## src/rtl/histeq_pkg.sv

```systemverilog
// Shared definitions for the histogram-equalisation pipeline: FSM state
// encoding and the default data-path widths used by every stage.
package histeq_pkg;

    localparam int PIXEL_W    = 8;
    localparam int COUNT_W    = 20;
    localparam int NUM_BINS   = 2 ** PIXEL_W;
    localparam int NUM_PIXELS = 65536;
    localparam int M1_ADDR_W  = 16;

    typedef enum logic [2:0] {
        IDLE  = 3'd0,
        CLEAR = 3'd1,
        ACCUM = 3'd2,
        DRAIN = 3'd3,
        DONE  = 3'd4
    } state_e;

endpackage

```

## src/rtl/histogram_input_if.sv

```systemverilog
// Control handshake plus M1 image-memory and M2 scratchpad buses of the
// histogram input stage. The stage itself uses the master view; the
// controller and memories use the slave view.
interface histogram_input_if #(
    parameter int PIXEL_W   = histeq_pkg::PIXEL_W,
    parameter int COUNT_W   = histeq_pkg::COUNT_W,
    parameter int M1_ADDR_W = histeq_pkg::M1_ADDR_W
);

    logic                 input_start;
    logic                 input_base_offset;
    logic [PIXEL_W-1:0]   M1_ReadBus;
    logic [M1_ADDR_W-1:0] M1_ReadAddress;
    logic [COUNT_W-1:0]   SP_ReadBus;
    logic [PIXEL_W:0]     SP_ReadAddress;
    logic [COUNT_W-1:0]   SP_WriteBus;
    logic [PIXEL_W:0]     SP_WriteAddress;
    logic                 SP_WriteEnable;
    logic                 input_done;
    logic                 busy;

    modport master (
        input  input_start,
        input  input_base_offset,
        input  M1_ReadBus,
        input  SP_ReadBus,
        output M1_ReadAddress,
        output SP_ReadAddress,
        output SP_WriteBus,
        output SP_WriteAddress,
        output SP_WriteEnable,
        output input_done,
        output busy
    );

    modport slave (
        output input_start,
        output input_base_offset,
        output M1_ReadBus,
        output SP_ReadBus,
        input  M1_ReadAddress,
        input  SP_ReadAddress,
        input  SP_WriteBus,
        input  SP_WriteAddress,
        input  SP_WriteEnable,
        input  input_done,
        input  busy
    );

endinterface

```

## src/rtl/hist_rmw_pipe.sv

```systemverilog
// Read-modify-write pipeline for histogram bins. S1 issues the scratchpad
// read for the incoming pixel and captures its bin; S2 writes back the
// saturating increment. Because a read issued in the same cycle as a write
// to the same bin returns stale data, the previous S2 result is forwarded
// when two consecutive pixels hit the same bin.
module hist_rmw_pipe #(
    parameter int PIXEL_W = histeq_pkg::PIXEL_W,
    parameter int COUNT_W = histeq_pkg::COUNT_W
) (
    input  logic               clk_i,
    input  logic               rst_i,
    input  logic               issue_i,
    input  logic               bank_i,
    input  logic [PIXEL_W-1:0] pix_i,
    input  logic [COUNT_W-1:0] rd_data_i,
    output logic [PIXEL_W:0]   rd_addr_o,
    output logic               wr_en_o,
    output logic [PIXEL_W:0]   wr_addr_o,
    output logic [COUNT_W-1:0] wr_data_o
);

    localparam logic [COUNT_W-1:0] CNT_MAX = {COUNT_W{1'b1}};

    // Counter increment that sticks at the all-ones value instead of wrapping.
    function automatic logic [COUNT_W-1:0] sat_inc(input logic [COUNT_W-1:0] v);
        if (v == CNT_MAX) begin
            return CNT_MAX;
        end else begin
            return v + COUNT_W'(1);
        end
    endfunction

    logic               s1_valid_q;
    logic               s2_valid_q;
    logic [PIXEL_W-1:0] s2_bin_q;
    logic               fwd_valid_q;
    logic [PIXEL_W-1:0] fwd_bin_q;
    logic [COUNT_W-1:0] fwd_data_q;
    logic [COUNT_W-1:0] cnt_s;

    // Stage valids, bin capture and the one-deep history of the last write.
    always_ff @(posedge clk_i) begin
        if (rst_i) begin
            s1_valid_q  <= 1'b0;
            s2_valid_q  <= 1'b0;
            s2_bin_q    <= {PIXEL_W{1'b0}};
            fwd_valid_q <= 1'b0;
            fwd_bin_q   <= {PIXEL_W{1'b0}};
            fwd_data_q  <= {COUNT_W{1'b0}};
        end else begin
            s1_valid_q  <= issue_i;
            s2_valid_q  <= s1_valid_q;
            s2_bin_q    <= pix_i;
            fwd_valid_q <= s2_valid_q;
            fwd_bin_q   <= s2_bin_q;
            fwd_data_q  <= wr_data_o;
        end
    end

    // Read address, forwarding select and write-back of the incremented bin.
    always_comb begin
        rd_addr_o = {(PIXEL_W + 1){1'b0}};
        wr_en_o   = 1'b0;
        wr_addr_o = {(PIXEL_W + 1){1'b0}};
        wr_data_o = {COUNT_W{1'b0}};
        cnt_s     = rd_data_i;

        if (s1_valid_q) begin
            rd_addr_o = {bank_i, pix_i};
        end else begin
            rd_addr_o = {(PIXEL_W + 1){1'b0}};
        end

        // Back-to-back hit on the same bin: the memory still holds the old count.
        if (fwd_valid_q && (fwd_bin_q == s2_bin_q)) begin
            cnt_s = fwd_data_q;
        end else begin
            cnt_s = rd_data_i;
        end

        if (s2_valid_q) begin
            wr_en_o   = 1'b1;
            wr_addr_o = {bank_i, s2_bin_q};
            wr_data_o = sat_inc(cnt_s);
        end else begin
            wr_en_o   = 1'b0;
            wr_addr_o = {(PIXEL_W + 1){1'b0}};
            wr_data_o = {COUNT_W{1'b0}};
        end
    end

endmodule

```

## src/rtl/histogram_input.sv

```systemverilog
// Histogram input stage: on start, zero one scratchpad bank, then stream a
// full frame from M1 and count each pixel value into that bank. The bank
// select lets the next frame be binned while the CDF stage drains the other.
module histogram_input #(
    parameter int PIXEL_W    = histeq_pkg::PIXEL_W,
    parameter int COUNT_W    = histeq_pkg::COUNT_W,
    parameter int NUM_PIXELS = histeq_pkg::NUM_PIXELS,
    parameter int M1_ADDR_W  = histeq_pkg::M1_ADDR_W
) (
    input  logic              clock,
    input  logic              reset_n,   // active-high synchronous reset
    histogram_input_if.master bus
);

    import histeq_pkg::*;

    localparam logic [PIXEL_W-1:0]   LAST_BIN = {PIXEL_W{1'b1}};
    localparam logic [M1_ADDR_W-1:0] LAST_PIX = M1_ADDR_W'(NUM_PIXELS - 1);

    state_e               state_q;
    state_e               state_d;
    logic [PIXEL_W-1:0]   clr_cnt_q;
    logic [PIXEL_W-1:0]   clr_cnt_d;
    logic [M1_ADDR_W-1:0] pix_cnt_q;
    logic [M1_ADDR_W-1:0] pix_cnt_d;
    logic                 bank_q;
    logic                 bank_d;
    logic                 drain_q;
    logic                 drain_d;
    logic                 issue_s;

    logic [PIXEL_W:0]     pipe_rd_addr_s;
    logic                 pipe_wr_en_s;
    logic [PIXEL_W:0]     pipe_wr_addr_s;
    logic [COUNT_W-1:0]   pipe_wr_data_s;

    hist_rmw_pipe #(
        .PIXEL_W (PIXEL_W),
        .COUNT_W (COUNT_W)
    ) u_rmw_pipe (
        .clk_i     (clock),
        .rst_i     (reset_n),
        .issue_i   (issue_s),
        .bank_i    (bank_q),
        .pix_i     (bus.M1_ReadBus),
        .rd_data_i (bus.SP_ReadBus),
        .rd_addr_o (pipe_rd_addr_s),
        .wr_en_o   (pipe_wr_en_s),
        .wr_addr_o (pipe_wr_addr_s),
        .wr_data_o (pipe_wr_data_s)
    );

    // FSM state, latched bank and the clear/pixel/drain counters.
    always_ff @(posedge clock) begin
        if (reset_n) begin
            state_q   <= IDLE;
            clr_cnt_q <= {PIXEL_W{1'b0}};
            pix_cnt_q <= {M1_ADDR_W{1'b0}};
            bank_q    <= 1'b0;
            drain_q   <= 1'b0;
        end else begin
            state_q   <= state_d;
            clr_cnt_q <= clr_cnt_d;
            pix_cnt_q <= pix_cnt_d;
            bank_q    <= bank_d;
            drain_q   <= drain_d;
        end
    end

    // Next-state logic; start is only honoured while idle.
    always_comb begin
        state_d   = state_q;
        clr_cnt_d = clr_cnt_q;
        pix_cnt_d = pix_cnt_q;
        bank_d    = bank_q;
        drain_d   = drain_q;
        issue_s   = 1'b0;

        case (state_q)
            IDLE: begin
                if (bus.input_start) begin
                    bank_d    = bus.input_base_offset;
                    clr_cnt_d = {PIXEL_W{1'b0}};
                    pix_cnt_d = {M1_ADDR_W{1'b0}};
                    drain_d   = 1'b0;
                    state_d   = CLEAR;
                end else begin
                    state_d   = IDLE;
                end
            end
            CLEAR: begin
                // Counter wraps back to zero on the last bin.
                clr_cnt_d = clr_cnt_q + PIXEL_W'(1);
                if (clr_cnt_q == LAST_BIN) begin
                    state_d = ACCUM;
                end else begin
                    state_d = CLEAR;
                end
            end
            ACCUM: begin
                issue_s = 1'b1;
                if (pix_cnt_q == LAST_PIX) begin
                    pix_cnt_d = {M1_ADDR_W{1'b0}};
                    state_d   = DRAIN;
                end else begin
                    pix_cnt_d = pix_cnt_q + M1_ADDR_W'(1);
                    state_d   = ACCUM;
                end
            end
            DRAIN: begin
                // Two cycles let the last pixel pass S1 and S2.
                drain_d = ~drain_q;
                if (drain_q) begin
                    state_d = DONE;
                end else begin
                    state_d = DRAIN;
                end
            end
            DONE: begin
                state_d = IDLE;
            end
            default: begin
                state_d = IDLE;
            end
        endcase
    end

    // Output decode: clear writes and pipeline writes never overlap in time.
    always_comb begin
        bus.M1_ReadAddress  = {M1_ADDR_W{1'b0}};
        bus.SP_ReadAddress  = pipe_rd_addr_s;
        bus.SP_WriteEnable  = 1'b0;
        bus.SP_WriteAddress = {(PIXEL_W + 1){1'b0}};
        bus.SP_WriteBus     = {COUNT_W{1'b0}};
        bus.input_done      = (state_q == DONE);
        bus.busy            = (state_q != IDLE);

        if (state_q == ACCUM) begin
            bus.M1_ReadAddress = pix_cnt_q;
        end else begin
            bus.M1_ReadAddress = {M1_ADDR_W{1'b0}};
        end

        if (state_q == CLEAR) begin
            bus.SP_WriteEnable  = 1'b1;
            bus.SP_WriteAddress = {bank_q, clr_cnt_q};
            bus.SP_WriteBus     = {COUNT_W{1'b0}};
        end else begin
            bus.SP_WriteEnable  = pipe_wr_en_s;
            bus.SP_WriteAddress = pipe_wr_addr_s;
            bus.SP_WriteBus     = pipe_wr_data_s;
        end
    end

endmodule

```

## src/flat_wrapper.sv

```systemverilog
// flat-port wrapper written by rule: the top's interface ports become plain ports
module histogram_input_flat import histeq_pkg::*;
#(
    parameter int PIXEL_W    = histeq_pkg::PIXEL_W,
    parameter int COUNT_W    = histeq_pkg::COUNT_W,
    parameter int NUM_PIXELS = histeq_pkg::NUM_PIXELS,
    parameter int M1_ADDR_W  = histeq_pkg::M1_ADDR_W
)
  (clock, reset_n, bus_input_start, bus_input_base_offset, bus_M1_ReadBus, bus_SP_ReadBus, bus_M1_ReadAddress, bus_SP_ReadAddress, bus_SP_WriteBus, bus_SP_WriteAddress, bus_SP_WriteEnable, bus_input_done, bus_busy);
  histogram_input_if #(.PIXEL_W(PIXEL_W), .COUNT_W(COUNT_W), .M1_ADDR_W(M1_ADDR_W)) bus_i ();
  input  logic clock;
  input  logic reset_n;
  input wire logic [$bits(bus_i.input_start)-1:0] bus_input_start;
  input wire logic [$bits(bus_i.input_base_offset)-1:0] bus_input_base_offset;
  input wire logic [$bits(bus_i.M1_ReadBus)-1:0] bus_M1_ReadBus;
  input wire logic [$bits(bus_i.SP_ReadBus)-1:0] bus_SP_ReadBus;
  output wire logic [$bits(bus_i.M1_ReadAddress)-1:0] bus_M1_ReadAddress;
  output wire logic [$bits(bus_i.SP_ReadAddress)-1:0] bus_SP_ReadAddress;
  output wire logic [$bits(bus_i.SP_WriteBus)-1:0] bus_SP_WriteBus;
  output wire logic [$bits(bus_i.SP_WriteAddress)-1:0] bus_SP_WriteAddress;
  output wire logic [$bits(bus_i.SP_WriteEnable)-1:0] bus_SP_WriteEnable;
  output wire logic [$bits(bus_i.input_done)-1:0] bus_input_done;
  output wire logic [$bits(bus_i.busy)-1:0] bus_busy;
  assign bus_i.input_start = bus_input_start;
  assign bus_i.input_base_offset = bus_input_base_offset;
  assign bus_i.M1_ReadBus = bus_M1_ReadBus;
  assign bus_i.SP_ReadBus = bus_SP_ReadBus;
  assign bus_M1_ReadAddress = bus_i.M1_ReadAddress;
  assign bus_SP_ReadAddress = bus_i.SP_ReadAddress;
  assign bus_SP_WriteBus = bus_i.SP_WriteBus;
  assign bus_SP_WriteAddress = bus_i.SP_WriteAddress;
  assign bus_SP_WriteEnable = bus_i.SP_WriteEnable;
  assign bus_input_done = bus_i.input_done;
  assign bus_busy = bus_i.busy;
  histogram_input #(.PIXEL_W(PIXEL_W), .COUNT_W(COUNT_W), .NUM_PIXELS(NUM_PIXELS), .M1_ADDR_W(M1_ADDR_W)) u_core (.clock(clock), .reset_n(reset_n), .bus(bus_i));
endmodule
```

## config.mk

```make
export PLATFORM = sky130hd
export DESIGN_NAME = histogram_input_flat
export DESIGN_NICKNAME = d
export VERILOG_FILES = /design/src/rtl/histeq_pkg.sv /design/src/rtl/histogram_input_if.sv /design/src/rtl/hist_rmw_pipe.sv /design/src/rtl/histogram_input.sv /design/src/flat_wrapper.sv
export SDC_FILE = /design/constraint.sdc
export NUM_CORES = 1
export LEC_CHECK = 0
export BUFFER_PORTS_ARGS = -buffer_cell sky130_fd_sc_hd__buf_2
export CAP_MARGIN = 10
export CORE_UTILIZATION = 52
export CTS_BUF_LIST = sky130_fd_sc_hd__clkbuf_8
export DETAILED_ROUTE_END_ITERATION = 16
export PLACE_DENSITY = 0.77
export SETUP_SLACK_MARGIN = 0.3
export SYNTH_ARGS = -nofsm -noshare
export SYNTH_HDL_FRONTEND = slang
export SYNTH_SLANG_ARGS = --single-unit
```

## constraint.sdc

```tcl
create_clock -name clock -period 4.5 [get_ports clock]
set_input_delay 1.125 -clock clock [delete_from_list [all_inputs] [get_ports clock]]
set_output_delay 1.125 -clock clock [all_outputs]
set_load 0.01 [all_outputs]
```

# [Word-level counts from Yosys, hierarchy flattened]
# Index checks and enable logic that the tools add are counted.
[word_totals] register_bits=68 inputBits=32 output_inout_bits=57 elab_cells=57
[classes] n_addsub=3 n_eq_ne=9 muxes=23 bitwise=1 n_reduce_logical=10
[op_table] cell="$mux W20" n=4
[op_table] cell="$mux W16" n=3
[op_table] cell="$pmux W16 S2" n=1
[op_table] cell="$mux W9" n=3
[op_table] cell="$add A20 B1 Y20 const B" n=1
[op_table] cell="$eq A20 B20 Y1 const B" n=1
[op_table] cell="$add A16 B1 Y16 const B" n=1
[op_table] cell="$eq A16 B16 Y1 const B" n=1
[op_table] cell="$pmux W8 S2" n=1
[op_table] cell="$pmux W3 S4" n=1
[op_table] cell="$add A8 B1 Y8 const B" n=1
[op_table] cell="$eq A8 B8 Y1" n=1
[op_table] cell="$eq A8 B8 Y1 const B" n=1
[op_table] cell="$mux W8" n=1
[op_table] cell="$reduce_and A2 Y1" n=4
[op_table] cell="$eq A3 B2 Y1 const B" n=2
[op_table] cell="$mux W1" n=6
[op_table] cell="$reduce_bool A2 Y1" n=3
[op_table] cell="$eq A3 B1 Y1 const B" n=1
[op_table] cell="$eq A3 B3 Y1 const B" n=1
[op_table] cell="$logic_not A3 Y1" n=1
[op_table] cell="$mux W3" n=1
[op_table] cell="$reduce_bool A3 Y1" n=1
[op_table] cell="$mux W2" n=1
[op_table] cell="4 further kinds" n=4

# [Depth between registers and ports, before layout]
# Gate-level depths: netlist (run 1).
[logic_depth] word_depth=7 depth_mapped=15 ltp_nobuf=12

# [Cells and area by module]
# Synthesis (run 1) repeated with hierarchy kept, for this count alone.
[hier_totals] hier_cells=549 area_unflattened_um2=4451.8
[modules_own_cells] module="hist_rmw_pipe" instances=1 cells_each=290 area_each_um2=2499.9 seq_area_each_um2=780.7
[modules_own_cells] module="histogram_input" instances=1 cells_each=259 area_each_um2=1951.9 seq_area_each_um2=580.6

# [Worst setup path after synthesis (run 1)]
# Ideal clock, no wire load.
[synth_timing] kind="register to output" from="reg u_core.u_rmw_pipe.s2_bin_q[1]" to="out bus_SP_WriteBus[0]" arrival_time_ps=2936 required_time_ps=3375 path_slack_ps=439 path_stages_with_launch=16 path_buffers=3 cell_sequence="dfxtp_1 > xor2_2 > nand2b_1 > nor3_2 > buf_6 > buf_4 > nand2_1 > nand2_1 > ha_1 > clkbuf_1 > nand2_1 > nor3_4 > nand2_1 > mux2_2 > and2_1 > nor2_1"
[synth_between] elab_chain_len=7 word_cells_on_any_way=8 classes_between="add/sub (1); eq/ne (2); mux (4); reduce/logical (1)"
[synth_lines] item="from (decl)" line_no="hist_rmw_pipe.sv:35" rtl="logic [PIXEL_W-1:0] s2_bin_q;"
[synth_lines] item="from (signal assigned)" line_no="hist_rmw_pipe.sv:46" rtl="s2_bin_q <= {PIXEL_W{1'b0}};"
[synth_lines] item="from (signal assigned)" line_no="hist_rmw_pipe.sv:53" rtl="s2_bin_q <= pix_i;"
[synth_lines] item="$eq A8 B8 Y1 *" line_no="hist_rmw_pipe.sv:75" rtl="if (fwd_valid_q && (fwd_bin_q == s2_bin_q)) begin"
[synth_lines] item="$logic_and A1 B1 Y1 *" line_no="hist_rmw_pipe.sv:75"
[synth_lines] item="$mux W20 *" line_no="hist_rmw_pipe.sv:75"
[synth_lines] item="$add A20 B1 Y20 / $eq A20 B20 Y1 (equally long branches)" line_no="hist_rmw_pipe.sv:29, hist_rmw_pipe.sv:26"
[synth_lines] item="$mux W20 *" line_no="hist_rmw_pipe.sv:26" rtl="if (v == CNT_MAX) begin"
[synth_lines] item="$mux W20 *" line_no="hist_rmw_pipe.sv:81" rtl="if (s2_valid_q) begin"
[synth_lines] item="$mux W20 *" line_no="histogram_input.sv:144" rtl="if (state_q == CLEAR) begin"
[synth_lines] item="to (decl)" line_no="flat_wrapper.sv:19" rtl="output wire logic [$bits(bus_i.SP_WriteBus)-1:0] bus_SP_WriteBus;"
# Every way passes the cells marked *; elsewhere a longest branch is shown, timed or not.

# [Worst setup path in the final report (run 1)]
[layout_timing] from="reg u_core.u_rmw_pipe.s2_bin_q[2]" to="out bus_SP_WriteBus[10]"
# Same word-level chain as after synthesis.

==> key figures, run 1 <==
Clock tree
  • Clock Sinks: 68
  • Hold Buf Count CTS: 0
  • Skew-Pair Late Insertion Delay: 350 ps
  • CTS tree: done
  • CTS max path bufs: 2
  • Htree depth: 3
  • TritonCTS Buffers: 9
  • Clk slew on worst S/H paths: 70 ps
  • Root buffer cell: clkbuf_8

Worst hold path
  • Worst hold path class: register to register

Global routing
  • Vias in the first global route: about 3900
  • Largest net degree at the start of global routing: 30
  • Initial antenna violation count: 0
  • Met1 Use GR: 0.331
  • GRT busiest layer: met2
  • Grt ovf: 0
  • Global routing met2 resource utilization: 0.478
  • First-pass GRT wire length: about 18 mm
  • Total track usage: 0.273
  • Grt met3 use: 0.0387

STA
  • Setup TNS: 0 ps
  • Post-layout min period: about 4200 ps
  • Highest Clock Rate: about 240 MHz
  • Max_slew headroom: 0.386
  • Final Skew: 10.3 ps
  • Final Hold Viols: 0
  • Unrepaired setup endpoints after global routing: true
  • Final Max Slew Viols: 0
  • Final worst-path cycle share: 0.937
  • # setup viols final: 0
  • Least-Margin Pin Slew: 921 ps

Status
  • Status: complete, no violations

Final layout
  • Fillers: roughly 600
  • Most frequent cells in the layout: buf_2, dfxtp_1, nor2_1
  • Nets: 660
  • Diode count: 0
  • Leading cell type in the layout, fill and taps excluded: buf_2
  • Layout cell share with drive strength beyond 1: 0.300
  • Post-Route Utilization: 0.689
  • Fin cells: roughly 730
  • Area Growth Syn to Fin: 25.3%

Die
  • Die area: 0.00823 sq mm
  • Chip width: slightly above 90 um
  • Chip Height: roughly 90 um
  • Num ports: slightly below 90
  • Initial Util: 0.550
  • Core box area: between 0.007 and 0.008 sq mm
  • # rows: 31

Run
  • Max-Cap Viols: 0

Synthesis
  • Syn Nets: 566
  • Seq/Total Area, Yosys: 0.332
  • Mapped cell area: 0.00410 sq mm
  • Mapped Cells: around 530
  • Avg Synthesized Cell Area: approximately 7.7 sq um
  • Yosys warning total: 0
  • Netlist cell types: between 50 and 60
  • Post-synth EDFFs: 0
  • Most used DFF post-synth: dfxtp_1
  • Ys async rst share: 0
  • Post-synth top area share: 0.332
  • Area leader, netlist: dfxtp_1
  • Number of synthesized register bits: 68
  • Synth area leaders: dfxtp_1, nor2_1, nand2_1, nand3_1, xnor2_1

Route
  • DR WL/cell: about 16 um
  • Residual DRC: 0
  • DRT Wirelength: around 11 mm
  • Routed vias/inst: just under 6
  • Post-route ant nets: 0
  • Via count: around 4200
  • Iter 0 DRT Violations: 241
  • Pre-Repair DR Iteration Count: 5

Placed design
  • DP Cell Count: 701
  • RD Place Congestion: around 0.90
  • DP HPWL: 7.73 mm
  • Port Buffers: 88

Pwr
  • Power Dens Cells: 245 mW/mm^2
  • Lkg Pwr: between 2 and 2.5 nW
  • Max IR drop VDD: between 0.15 and 0.2 mV

Critical path
  • CP Class: register to output port
  • CP Capture Type: output port
  • Worst-path fanout max: 6
  • Nature of the critical path startpoint: register
  • Crit path DAT: around 3000 ps
  • WP data required: about 3400 ps
## path summary, 6_finish.rpt
kind                            slack [ps]  depth (start not counted)                     startpoint                                to
worst max-delay path                   280                         14  u_core.u_rmw_pipe.s2_bin_q[2]               bus_SP_WriteBus[10]
worst min-delay path                   490                          2                  u_core.bank_q                     u_core.bank_q
worst max register to register        1690                         14  u_core.u_rmw_pipe.s2_bin_q[2]  u_core.u_rmw_pipe.fwd_data_q[10]
worst min register to register         490                          2                  u_core.bank_q                     u_core.bank_q
## registers in the layout, summed over array words and instances, names as in the netlist
signal and flops:
u_core.bank_q 1, u_core.u_rmw_pipe.fwd_data_q 20, u_core.drain_q 1, u_core.u_rmw_pipe.fwd_bin_q 8
u_core.pix_cnt_q 16, u_core.state_q 3, u_core.clr_cnt_q 8, u_core.u_rmw_pipe.s1_valid_q 1
u_core.u_rmw_pipe.fwd_valid_q 1, u_core.u_rmw_pipe.s2_bin_q 8, u_core.u_rmw_pipe.s2_valid_q 1
## logic make-up (layout without fill, tap and decap cells)
| kind of cell | after synthesis | count (layout) | share of synthesized area |
|---|---|---|---|
| flops | 68 | 68 | 0.332 |
| buf+inv | 29 | 127 | 0.0302 |
| mux | 24 | 24 | 0.0614 |
| simple gates | 295 | 295 | 0.372 |
| xor+xnor | 36 | 36 | 0.0788 |
| compound gates | 76 | 76 | 0.115 |
| fa+ha+maj | 3 | 3 | 0.00917 |
## routing by layer
metal	vias up	part of all wire
li1	2045	-
met4	0	0.022
met1	1961	0.41
met5	-	0
met2	181	0.50
met3	24	0.068
## Yosys cell counts (all sizes together) (2+ instances only)
master and instances:
a31oi 3, mux2i 15, and4 3, nand2 63, and2 28, o211ai 2, xor2 12, nand3b 4
a22oi 2, dfxtp 68, o31ai 5, nor4 6, xnor2 24, and3 15, ha 3, nor2b 21
or3 3, or2 3, inv 6, a31o 3, nand4 13, o21ai 17, a211oi 10, nor3b 3
a21oi 28, nor3 16, clkbuf 18, nand3 42, buf 5, nand2b 5, mux2 9, nor2 65
## power breakdown
| part | internal, mW | switching [mW] | total, mW |
|---|---|---|---|
| combinational | 0.0566 | 0.0756 | 0.132 |
| clock | 0.265 | 0.239 | 0.504 |
| sequential | 0.611 | 0.00935 | 0.620 |
| total | 0.932 | 0.324 | 1.26 |
## area by class of cell
| class | count | area, sq um | share of cell area |
|---|---|---|---|
| inverter | 6 | 22.5 | 0.00439 |
| sequential | 68 | 1370 | 0.267 |
| clock inverter | 5 | 52.6 | 0.0102 |
| multi-input combinational | 434 | 2840 | 0.554 |
| timing repair buffer | 106 | 583 | 0.114 |
| clock buffer | 10 | 138 | 0.0268 |
| tap | 99 | 124 | 0.0241 |
## timing repair
item	in CTS	in global routing
pin swaps	7	20
buffers inserted	3	9
endpoints found under the setup margin	20	20
resized for setup	23	36
## worst max-delay path: stages, from the launching register on
cell and delay, ps:
dfxtp_2 340, xnor2_2 180, nand4_1 220, buf_4 210, or3_4 420, nand2_2 80, nand2_2 50, ha_4 170
buf_6 130, and3_4 160, a31o_4 210, mux2_4 270, nand3_4 70, a21oi_2 60, buf_2 180
## through the flow
| step | cell area [sq um] | power, mW | hold WS [ps] | setup slack (ps) |
|---|---|---|---|---|
| after detailed placement | 4600 | 0.742 | 472 | 295 |
| after floorplan | 4100 | 0.701 | 440 | 439 |
| after global routing | 5130 | 1.31 | 511 | 193 |
| after CTS | 4910 | 1.25 | 485 | 283 |
| after global placement | 4600 | 0.739 | 450 | 357 |
| final | 5130 | 1.26 | 487 | 284 |
Note: power is estimated with default switching activity, not from simulation.
==> inputs of run 2 (changes only) <==
--- a/config.mk
+++ b/config.mk
@@ -7,11 +7,12 @@
 export LEC_CHECK = 0
 export BUFFER_PORTS_ARGS = -buffer_cell sky130_fd_sc_hd__buf_2
 export CAP_MARGIN = 10
-export CORE_UTILIZATION = 52
-export CTS_BUF_LIST = sky130_fd_sc_hd__clkbuf_8
+export CORE_UTILIZATION = 45
+export CTS_BUF_LIST = sky130_fd_sc_hd__clkbuf_16
 export DETAILED_ROUTE_END_ITERATION = 16
-export PLACE_DENSITY = 0.77
+export PLACE_DENSITY = 0.68
 export SETUP_SLACK_MARGIN = 0.3
+export SKIP_LAST_GASP = 1
 export SYNTH_ARGS = -nofsm -noshare
 export SYNTH_HDL_FRONTEND = slang
 export SYNTH_SLANG_ARGS = --single-unit
==> key figures, run 2 (synthesis results as in run 1) <==
Status
  • Status: complete, no violations

STA
  • Final Skew: between 7 and 8 ps
  • Final worst-path cycle share: 0.912
  • Setup TNS: 0 ps
  • # setup viols final: 0
  • Max_slew headroom: 0.377
  • Final Hold Viols: 0
  • Post-layout min period: just over 4000 ps
  • Highest Clock Rate: ~240 MHz
  • Final Max Slew Viols: 0
  • Least-Margin Pin Slew: ~930 ps
  • Unrepaired setup endpoints after global routing: true

Pwr
  • Net switching power: 0.355 mW
  • Share of power burned in registers: 0.426
  • Total power: 1.46 mW
  • Power Dens Cells: between 200 and 300 mW/mm^2
  • Switch share: 0.244
  • Comb pwr share: 0.089
  • Lkg Pwr: about 2.2 nW
  • Clk pwr share: 0.484
  • Internal: 1.10 mW
  • Max IR drop VDD: approximately 0.17 mV

Die
  • # rows: 34
  • Num ports: 89
  • Chip Height: 97.4 um
  • Core box area: 0.00876 sq mm
  • Chip width: around 97 um
  • Initial Util: 0.467
  • Die area: around 0.0095 sq mm

Clock tree
  • Clock Sinks: 68
  • Clk slew on worst S/H paths: about 60 ps
  • CTS max path bufs: 2
  • Root buffer cell: clkbuf_16
  • TritonCTS Buffers: 9
  • Hold Buf Count CTS: 0
  • Skew-Pair Late Insertion Delay: ~330 ps
  • Htree depth: 3
  • CTS tree: done

Route
  • Iter 0 DRT Violations: between 100 and 150
  • Post-route ant nets: 0
  • Pre-Repair DR Iteration Count: 5
  • DRT Wirelength: 10.9 mm
  • Residual DRC: 0
  • DR WL/cell: between 10 and 15 um
  • Routed vias/inst: 5.59
  • Via count: about 4100

Critical path
  • WP data required: about 3400 ps
  • Cell repeated most along the worst path: buf_2
  • Worst-path fanout max: 7
  • Nature of the critical path startpoint: input port
  • Worst reg2reg path depth: 12
  • Crit path DAT: approximately 3000 ps
  • CP Capture Type: output port
  • Reg2reg end: u_core.u_rmw_pipe.fwd_data_q[14]
  • CP Class: input port to output port
  • Slowest cell on crit path: nor3_1
  • Slowest stage delay, CP: ~600 ps
  • FF-to-FF Start: u_core.u_rmw_pipe.s2_bin_q[3]
  • Crit-path cells: buf_2, nand4_2, nor3_1, and3_1, xor2_1, o21ai_0, nor2_1, buf_2
  • Critical path startpoint: bus_SP_ReadBus[4]
  • Reg2reg setup slack: 1830 ps

Global routing
  • First-pass GRT wire length: ~18 mm
  • Grt ovf: 0
  • Vias in the first global route: a little under 4000
  • Total track usage: 0.229
  • Largest net degree at the start of global routing: 32
  • Initial antenna violation count: 0

Placed design
  • Area post-placement: approximately 0.0046 sq mm
  • RD Place Congestion: 0.907
  • Port Buffers: a little under 90
  • DP HPWL: ~7.8 mm
  • DP Cell Count: 710

Final layout
  • Max reg flops: 20
  • Diode count: 0
  • Leading cell type in the layout, fill and taps excluded: buf_2
  • Fin cells: roughly 740
  • Design Area, Final: about 0.0052 sq mm
  • Most frequent cells in the layout: buf_2, nor2_1, dfxtp_1
  • Layout cell share with drive strength beyond 1: 0.270
  • Largest regs: u_core.u_rmw_pipe.fwd_data_q (20), u_core.pix_cnt_q (16)
  • Area Growth Syn to Fin: 26.2%
  • Largest reg by FF count: u_core.u_rmw_pipe.fwd_data_q
  • Nets: between 600 and 700

Run
  • Max-Cap Viols: 0

Worst hold path
  • Hold Crit Start: u_core.bank_q
  • Worst hold path class: register to register
  • WHS Path Cells: 2
  • Worst Hold Endpoint: u_core.bank_q
==> run 2: cell count changes in the layout (fill, tap and decap cells not counted), moves of 5 or more <==
cell,delta
nand2_1,+5
clkbuf_16,+9
buf_4,+5
clkbuf_8,-10
==> run 2: layout make-up <==
type | instances | area, sq um
inverters | 6 | 22.5
repair buffers | 110 | 609
multi-input cells | 434 | 2730
flip-flops and latches | 68 | 1370
clock inverters | 7 | 76.3
fillers | 828 | 3590
well taps | 108 | 135
clock buffers | 9 | 225
==> run 2: worst max path at each step <==
stage / cells after the start / to / slack (ps)
finish: 8 / bus_SP_WriteBus[13] / 400
global route: 8 / bus_SP_WriteBus[19] / 210
CTS: 12 / bus_SP_WriteBus[10] / 320
detailed placement: 10 / bus_SP_WriteBus[8] / 300
global placement: 10 / bus_SP_WriteBus[8] / 360
floorplan: 15 / bus_SP_WriteBus[0] / 440
==> run 2: power by group through the flow <==
stage / Combinational (mW) / Sequential (mW) / Clock, mW
2_1_floorplan: 0.0707 / 0.630 / 0
3_3_place_gp: 0.109 / 0.631 / 0
3_5_place_dp: 0.109 / 0.632 / 0
4_1_cts: 0.121 / 0.620 / 0.720
5_1_grt: 0.144 / 0.622 / 0.745
6_report: 0.130 / 0.621 / 0.705
==> run 2: per-stage QoR <==
step                       util  hold WS [ps]  worst slack [ps]
after CTS                 0.576           483               315
after global placement    0.527           451               362
final                     0.590           482               398
after floorplan               -           440               439
after detailed placement  0.527           475               297
after global routing      0.590           519               215
==> run 2: timing repair <==
action                     4_1_cts  5_1_grt
resized for setup               17       13
hold endpoints to repair         0        0
setup endpoints to repair       19       20
setup buffers                    9        7
pin swaps                        7        5
==> run 2: layer usage <==
layer | up-vias | wire length [um] | global-route usage
li1 | 2060 | - | -
met1 | 1941 | 4900 | 0.297
met2 | 122 | 5270 | 0.387
met3 | 22 | 508 | 0.0259
met4 | 0 | 231 | 0.0939
met5 | - | 0 | 0
==> run 2: worst max-delay path: cells and delay by family <==
family | cells | cell delay (ps)
buffers and inverters | 2 | 290
xor gates and xnor gates | 1 | 70
and+or+nand+nor | 4 | 1160
AOI/OAI and AO/OA | 1 | 320
